**config.mk**
```make
export PLATFORM = sky130hd
export DESIGN_NAME = controle_multiciclo
export DESIGN_NICKNAME = d
export VERILOG_FILES = /design/src/rtl/controle_pkg.sv /design/src/rtl/controle_multiciclo_decodificador_saidas.sv /design/src/rtl/controle_multiciclo.sv
export SDC_FILE = /design/constraint.sdc
export NUM_CORES = 1
export LEC_CHECK = 0
export BUFFER_PORTS_ARGS = -buffer_cell sky130_fd_sc_hd__buf_2
export CELL_PAD_IN_SITES_DETAIL_PLACEMENT = 0
export CELL_PAD_IN_SITES_GLOBAL_PLACEMENT = 1
export CORE_MARGIN = 3
export CORE_UTILIZATION = 32
export CTS_CLUSTER_SIZE = 40
export DETAILED_ROUTE_END_ITERATION = 16
export PLACE_DENSITY_LB_ADDON = 0.1
export SYNTH_ARGS = -nofsm -noshare
export SYNTH_HDL_FRONTEND = slang
export SYNTH_SLANG_ARGS = --single-unit
export TNS_END_PERCENT = 1
```
**constraint.sdc**
```tcl
create_clock -name clock -period 2.3 [get_ports clock]
set_clock_uncertainty 0.05 [all_clocks]
set_input_delay 0.115 -clock clock [delete_from_list [all_inputs] [get_ports clock]]
set_output_delay 0.115 -clock clock [all_outputs]
set_load 0.02 [all_outputs]
```
**src/rtl/controle_pkg.sv**
```systemverilog
// Shared codes for the multicycle control unit: state encoding, opcodes,
// datapath mux selects and the packed control word driven by the decoder.
package controle_pkg;

    typedef enum logic [3:0] {
        S_FETCH    = 4'd0,
        S_DECODE   = 4'd1,
        S_MEMADR   = 4'd2,
        S_MEMREAD  = 4'd3,
        S_MEMWB    = 4'd4,
        S_MEMWRITE = 4'd5,
        S_EXECUTE  = 4'd6,
        S_ALUWB    = 4'd7,
        S_BRANCH   = 4'd8,
        S_JUMP     = 4'd9,
        S_ADDIEX   = 4'd10,
        S_ADDIWB   = 4'd11
    } state_t;

    localparam logic [5:0] OP_LW    = 6'b100011;
    localparam logic [5:0] OP_SW    = 6'b101011;
    localparam logic [5:0] OP_RTYPE = 6'b000000;
    localparam logic [5:0] OP_BEQ   = 6'b000100;
    localparam logic [5:0] OP_J     = 6'b000010;
    localparam logic [5:0] OP_ADDI  = 6'b001000;

    localparam logic [1:0] ALUOP_ADD   = 2'b00;
    localparam logic [1:0] ALUOP_SUB   = 2'b01;
    localparam logic [1:0] ALUOP_FUNCT = 2'b10;

    localparam logic [1:0] SRCB_REG    = 2'b00;
    localparam logic [1:0] SRCB_FOUR   = 2'b01;
    localparam logic [1:0] SRCB_IMM    = 2'b10;
    localparam logic [1:0] SRCB_BRANCH = 2'b11;

    localparam logic [1:0] PCSRC_ALU    = 2'b00;
    localparam logic [1:0] PCSRC_ALUOUT = 2'b01;
    localparam logic [1:0] PCSRC_JUMP   = 2'b10;

    typedef struct packed {
        logic       pc_write;
        logic       pc_write_cond;
        logic       i_or_d;
        logic       mem_read;
        logic       mem_write;
        logic       ir_write;
        logic       mem_to_reg;
        logic       reg_dst;
        logic       reg_write;
        logic       alu_src_a;
        logic [1:0] alu_src_b;
        logic [1:0] alu_op;
        logic [1:0] pc_source;
    } ctrl_t;

endpackage

```
**src/rtl/controle_multiciclo_decodificador_saidas.sv**
```systemverilog
// Moore output decode: state code -> control word, purely combinational.
// Any code without an entry (including the unused 12-15) yields an all-zero word.
module decodificador_saidas
    import controle_pkg::*;
(
    input  state_t state,
    output ctrl_t  ctrl
);

    always_comb begin
        ctrl = '0;
        case (state)
            S_FETCH: begin
                ctrl.mem_read  = 1'b1;
                ctrl.ir_write  = 1'b1;
                ctrl.alu_src_b = SRCB_FOUR;
                ctrl.alu_op    = ALUOP_ADD;
                ctrl.pc_write  = 1'b1;
                ctrl.pc_source = PCSRC_ALU;
            end
            S_DECODE: begin
                ctrl.alu_src_b = SRCB_BRANCH;
                ctrl.alu_op    = ALUOP_ADD;
            end
            S_MEMADR, S_ADDIEX: begin
                ctrl.alu_src_a = 1'b1;
                ctrl.alu_src_b = SRCB_IMM;
                ctrl.alu_op    = ALUOP_ADD;
            end
            S_MEMREAD: begin
                ctrl.mem_read = 1'b1;
                ctrl.i_or_d   = 1'b1;
            end
            S_MEMWRITE: begin
                ctrl.mem_write = 1'b1;
                ctrl.i_or_d    = 1'b1;
            end
            S_MEMWB: begin
                ctrl.reg_write  = 1'b1;
                ctrl.mem_to_reg = 1'b1;
            end
            S_EXECUTE: begin
                ctrl.alu_src_a = 1'b1;
                ctrl.alu_src_b = SRCB_REG;
                ctrl.alu_op    = ALUOP_FUNCT;
            end
            S_ALUWB: begin
                ctrl.reg_write = 1'b1;
                ctrl.reg_dst   = 1'b1;
            end
            S_BRANCH: begin
                ctrl.alu_src_a     = 1'b1;
                ctrl.alu_src_b     = SRCB_REG;
                ctrl.alu_op        = ALUOP_SUB;
                ctrl.pc_write_cond = 1'b1;
                ctrl.pc_source     = PCSRC_ALUOUT;
            end
            S_JUMP: begin
                ctrl.pc_write  = 1'b1;
                ctrl.pc_source = PCSRC_JUMP;
            end
            S_ADDIWB: begin
                ctrl.reg_write = 1'b1;
            end
            default: ;
        endcase
    end

endmodule

```
**src/rtl/controle_multiciclo.sv**
```systemverilog
// Multicycle MIPS control FSM: state register plus next-state logic; outputs
// are a Moore decode of the state, forced to zero while reset is held.
module controle_multiciclo
    import controle_pkg::*;
(
    input  logic       clock,
    input  logic       reset,
    input  logic [5:0] Op,
    output logic       PCWrite,
    output logic       PCWriteCond,
    output logic       IorD,
    output logic       MemRead,
    output logic       MemWrite,
    output logic       IRWrite,
    output logic       MemtoReg,
    output logic       RegDst,
    output logic       RegWrite,
    output logic       ALUSrcA,
    output logic [1:0] ALUSrcB,
    output logic [1:0] ALUOp,
    output logic [1:0] PCSource,
    output logic [3:0] State
);

    state_t state;
    state_t next_state;
    ctrl_t  ctrl;
    ctrl_t  ctrl_gated;

    always_ff @(posedge clock) begin
        if (reset) state <= S_FETCH;
        else       state <= next_state;
    end

    // Op only matters in DECODE and MEMADR; every other state ignores it.
    always_comb begin
        next_state = S_FETCH;
        case (state)
            S_FETCH: next_state = S_DECODE;
            S_DECODE: begin
                case (Op)
                    OP_LW, OP_SW: next_state = S_MEMADR;
                    OP_RTYPE:     next_state = S_EXECUTE;
                    OP_BEQ:       next_state = S_BRANCH;
                    OP_J:         next_state = S_JUMP;
                    OP_ADDI:      next_state = S_ADDIEX;
                    default:      next_state = S_FETCH;
                endcase
            end
            S_MEMADR:  next_state = (Op == OP_LW) ? S_MEMREAD : S_MEMWRITE;
            S_MEMREAD: next_state = S_MEMWB;
            S_EXECUTE: next_state = S_ALUWB;
            S_ADDIEX:  next_state = S_ADDIWB;
            default:   next_state = S_FETCH;
        endcase
    end

    decodificador_saidas u_dec (
        .state (state),
        .ctrl  (ctrl)
    );

    // Gate everything during reset so PC, memory and register file stay untouched.
    assign ctrl_gated = reset ? '0 : ctrl;

    assign PCWrite     = ctrl_gated.pc_write;
    assign PCWriteCond = ctrl_gated.pc_write_cond;
    assign IorD        = ctrl_gated.i_or_d;
    assign MemRead     = ctrl_gated.mem_read;
    assign MemWrite    = ctrl_gated.mem_write;
    assign IRWrite     = ctrl_gated.ir_write;
    assign MemtoReg    = ctrl_gated.mem_to_reg;
    assign RegDst      = ctrl_gated.reg_dst;
    assign RegWrite    = ctrl_gated.reg_write;
    assign ALUSrcA     = ctrl_gated.alu_src_a;
    assign ALUSrcB     = ctrl_gated.alu_src_b;
    assign ALUOp       = ctrl_gated.alu_op;
    assign PCSource    = ctrl_gated.pc_source;
    assign State       = reset ? 4'd0 : state;

endmodule

```
After elaboration in Yosys (flattened, before gate mapping)

Index checks and enable logic that the tools add are counted.

Bits in registers: 4
Bits of input ports: 8
Word-level logic and storage cells: 43

Equality and inequality tests: 16
Muxes and demuxes: 17
Reductions and logical operators: 9

Operator list:

| kind                 | number |
|---|---|
| $pmux W4 S5          | 2 |
| $pmux W4 S6          | 1 |
| $eq A4 B3 Y1 const B | 4 |
| $eq A4 B4 Y1 const B | 4 |
| $mux W16             | 1 |
| $eq A6 B6 Y1 const B | 2 |
| $mux W1              | 10 |
| $reduce_or A2 Y1     | 5 |
| $eq A4 B2 Y1 const B | 2 |
| $eq A6 B2 Y1 const B | 1 |
| $eq A6 B3 Y1 const B | 1 |
| $eq A6 B4 Y1 const B | 1 |
| $logic_not A6 Y1     | 1 |
| $eq A4 B1 Y1 const B | 1 |
| $logic_not A4 Y1     | 1 |
| $mux W4              | 1 |
| $pmux W2 S2          | 1 |
| $reduce_or A4 Y1     | 1 |
| $mux W3              | 1 |
| $reduce_or A3 Y1     | 1 |

Depth between registers and ports, before layout

Word-level depth: 4
Mapped depth: 5
Mapped depth without buffers: 4

By module

Synthesis repeated with hierarchy kept, for this count alone.

Cells, all modules: 84
Area, all modules: 606.8 um2

Modules (own cells, without submodules):

| module               | times used | cells each | area each (um2) | seq. area each (um2) |
|---|---|---|---|---|
| controle_multiciclo  | 1          | 54         | 400.4           | 80.1 |
| decodificador_saidas | 1          | 30         | 206.4           | 0.0 |

Worst setup path before layout

Ideal clock, no wire load.

Path kind: register to output
Start point: register state[3]
End point: output PCWrite
Arrival: 1,390 ps
Data required time: 2,135 ps
Slack: 745 ps
Stages on the path, launching flop included: 4
Path buffers: 0
Path through: dfxtp_1 -> nand2b_1 -> nor3_1 -> or2_1

Word-level cells in the longest chain between the ends: 4

RTL lines:

| element                                                 | line                                           | source |
|---|---|---|
| from (decl)                                             | controle_multiciclo.sv:25                      | `state_t state;` |
| from (signal assigned)                                  | controle_multiciclo.sv:32                      | `else state <= next_state;` |
| $eq A4 B4 Y1 / $logic_not A4 Y1 (equally long branches) | controle_multiciclo_decodificador_saidas.sv:12 | `case (state)` |
| $reduce_or A2 Y1 (no source line) *                     | n/a                                            |  |
| $mux W1 *                                               | controle_multiciclo_decodificador_saidas.sv:12 |  |
| $mux W16 *                                              | controle_multiciclo.sv:64                      | `assign ctrl_gated = reset ? '0 : ctrl;` |
| to (decl)                                               | controle_multiciclo.sv:9                       | `output logic PCWrite,` |

Every way passes the cells marked *; elsewhere a longest branch is shown, timed or not.

Worst setup path after layout

Start point: register state[2]
End point: output PCWrite

Same word-level chain as after synthesis.

==> summary.txt <==
Port bufs: 27
Overall power: 230 µW
Die area: 2310 µm²
R2r setup slk: 0.82 ns
Share of cells above drive strength 1: 40.0%
Status: finished clean
Worst endpoint required time: 2.13 ns
Number of flops mapped to enable cells by yosys: 0
Gate count after technology mapping: 76
GR Layer Usage met3: 2.26%
First-pass GRT wire length: 2.30 mm
Initial core utilization: 35.9%
Yosys reg bits: 4
Synth area leaders: dfxtp_1 (14%), buf_6 (8.0%), nor2_1 (7.3%)
Met2 usage: 22.7%
Total GRT Usage: 13.7%
RR Startpoint: state[1]$_SDFF_PP0_
Synth cell types: 35
Min Tclk post-route: 1.86 ns
Largest regs: state x4
Seq/Total Area, Yosys: 14.2%
CTS root buf: clkbuf_4
Post-route ant nets: 0
Critical-path maximum fanout: 15
Ant diodes: 0
Gr ovfl total: 0
Via-to-Cell Ratio: 5.37
Initial DRC Count: 2
Worst-Margin Slew: 0.574 ns
Worst setup EP type: primary output
Hold/Removal Path Class: input port to flip-flop
Vias in the first global route: 516
RSZ-0062 raised after global routing: false
Fmax: 537 MHz
Width of the chip: 48.0 µm
VDD IR max: 0.000205 V
Initial antenna violation count: 0
Async S/R FF share, synth: 0%
Pwr dens: 335 nW/µm²
Clock sink count: 4
Layout area overhead: 21.5%
Pre-Repair DR Iteration Count: 4
Total Wirelength: 1.43 mm
Source of the worst hold timing path: reset
Clock Pin Slew Worst Setup and Hold Paths: 0.04 ns
Most used DFF post-synth: dfxtp_1
Worst-skew pair later-pin latency: 0.23 ns
Met1 Use GR: 19.2%
Sequential cell area: 80.1 µm²
Final Setup Violations: 0
Endpoints failing hold: 0
GPL Wtd Cong: 0.761
Synth area leader: dfxtp_1
Max-slew violation count: 0
Dpl hpwl: 1.12 mm
Core ar.: 1580 µm²
Period utilization: 81.0%
Setup bufs post-CTS: 0
CTS Buf Count: 3
Top reg by flops: state
Slew HR: 61.7%
End of the worst register-to-register path: state[2]$_SDFF_PP0_
Vias: 623
Reg2reg path depth: 4
Max FFs per register: 4
TritonCTS clock tree: yes
Std cell rows: 14
Startpoint type of the worst setup path: flip-flop
Largest net degree at the start of global routing: 16
Mean routed wirelength per cell: 12.3 µm
Synth Warn #: 0
Most frequent cells in the layout: buf_2 (27), nor2_1 (11), nor3_1 (7)
DRC violations left: 0
Fin util: 43.6%
Commonest non-fill, non-tap cell in the layout: buf_2
# fillers: 180
Die height: 48.0 µm
Worst hold path stage count: 2
Critical Path Start: state[2]$_SDFF_PP0_
End point of the critical path: PCWrite
Design area: 687 µm²
Max Buffers Root-to-Sink: 2
CTS Hold Buffers Added: 0
Share of the synthesized area in the top cell type: 14.2%
Place WS: 0.657 ns
Lkg Pwr: 0.000322 µW
Final worst-path setup slack: 0.437 ns
Syn_nets: 84
Final #Nets: 110
Most used routing layer: met2
Syn Area/Cell: 7.44 µm²
Critical Path AT: 1.70 ns
Max_cap viols: 0
Top Ports: 28
Setup CP Type: flip-flop to primary output
Post-Route Setup TNS: 0 ns
H-tree depth: 1
CTS resizes: 0
Area of the multi-input gates: 422 µm²
Area post-placement: 664 µm²
Syn Std Cell Area: 566 µm²
==> cells in the mapped netlist, drive strengths merged, types with 2 or more instances <==
master	n
dfxtp	4
buf	5
and3	2
nor2	12
maj3	2
nand2b	6
nor2b	5
a21oi	4
nand3	2
nor3	9
o21a	2
inv	2
o31a	2
nand2	2
nor4	3
==> critical path, stage by stage, from the launching register on <==
cell	delay, ns
dfxtp_1	0.68
nand2b_1	0.32
nor3_1	0.09
or2_1	0.22
buf_2	0.15
==> how the worst min path moves through the flow <==
stage	end	slack, ns
2_1_floorplan	state[1]$_SDFF_PP0_	0.22
3_3_place_gp	state[3]$_SDFF_PP0_	0.40
3_5_place_dp	state[3]$_SDFF_PP0_	0.40
4_1_cts	state[3]$_SDFF_PP0_	0.15
5_1_grt	state[3]$_SDFF_PP0_	0.18
6_report	state[3]$_SDFF_PP0_	0.16
==> logic make-up (layout without fill, tap and decap cells) <==
kind of cell / after synthesis / count (layout) / share of synthesized area [%]
flops: 4 / 4 / 14.2
buf+inv: 8 / 32 / 11.3
xor+xnor: 2 / 2 / 3.10
simple gates: 47 / 47 / 50.9
fa+ha+maj: 2 / 2 / 3.98
compound gates: 13 / 13 / 16.6
==> metal layers <==
metal | routed length, µm | vias up | share of wire (%)
met5 | 0 | - | 0
met4 | 0 | 0 | 0
met3 | 102 | 0 | 7.2
met2 | 670 | 20 | 47
met1 | 652 | 281 | 46
li1 | - | 322 | -
==> power breakdown <==
group,internal (µW),switching [µW]
Clock,58.4,28.9
Sequential,71.6,6.33
Combinational,26.7,38.2
==> metrics by stage <==
stage	hold slack [ns]	std cells
after detailed placement	0.402	113
after global placement	0.404	113
final	0.161	116
after global routing	0.177	116
after floorplan	0.220	76
after CTS	0.153	116
==> layout make-up <==
cell class	instances	share of cell area (%)
timing repair buffer	27	19.7
inverter	2	1.09
multi-input combinational	64	61.4
clock buffer	3	3.28
sequential	4	11.7
tap	16	2.91
Note: power is estimated with default switching activity, not from simulation.
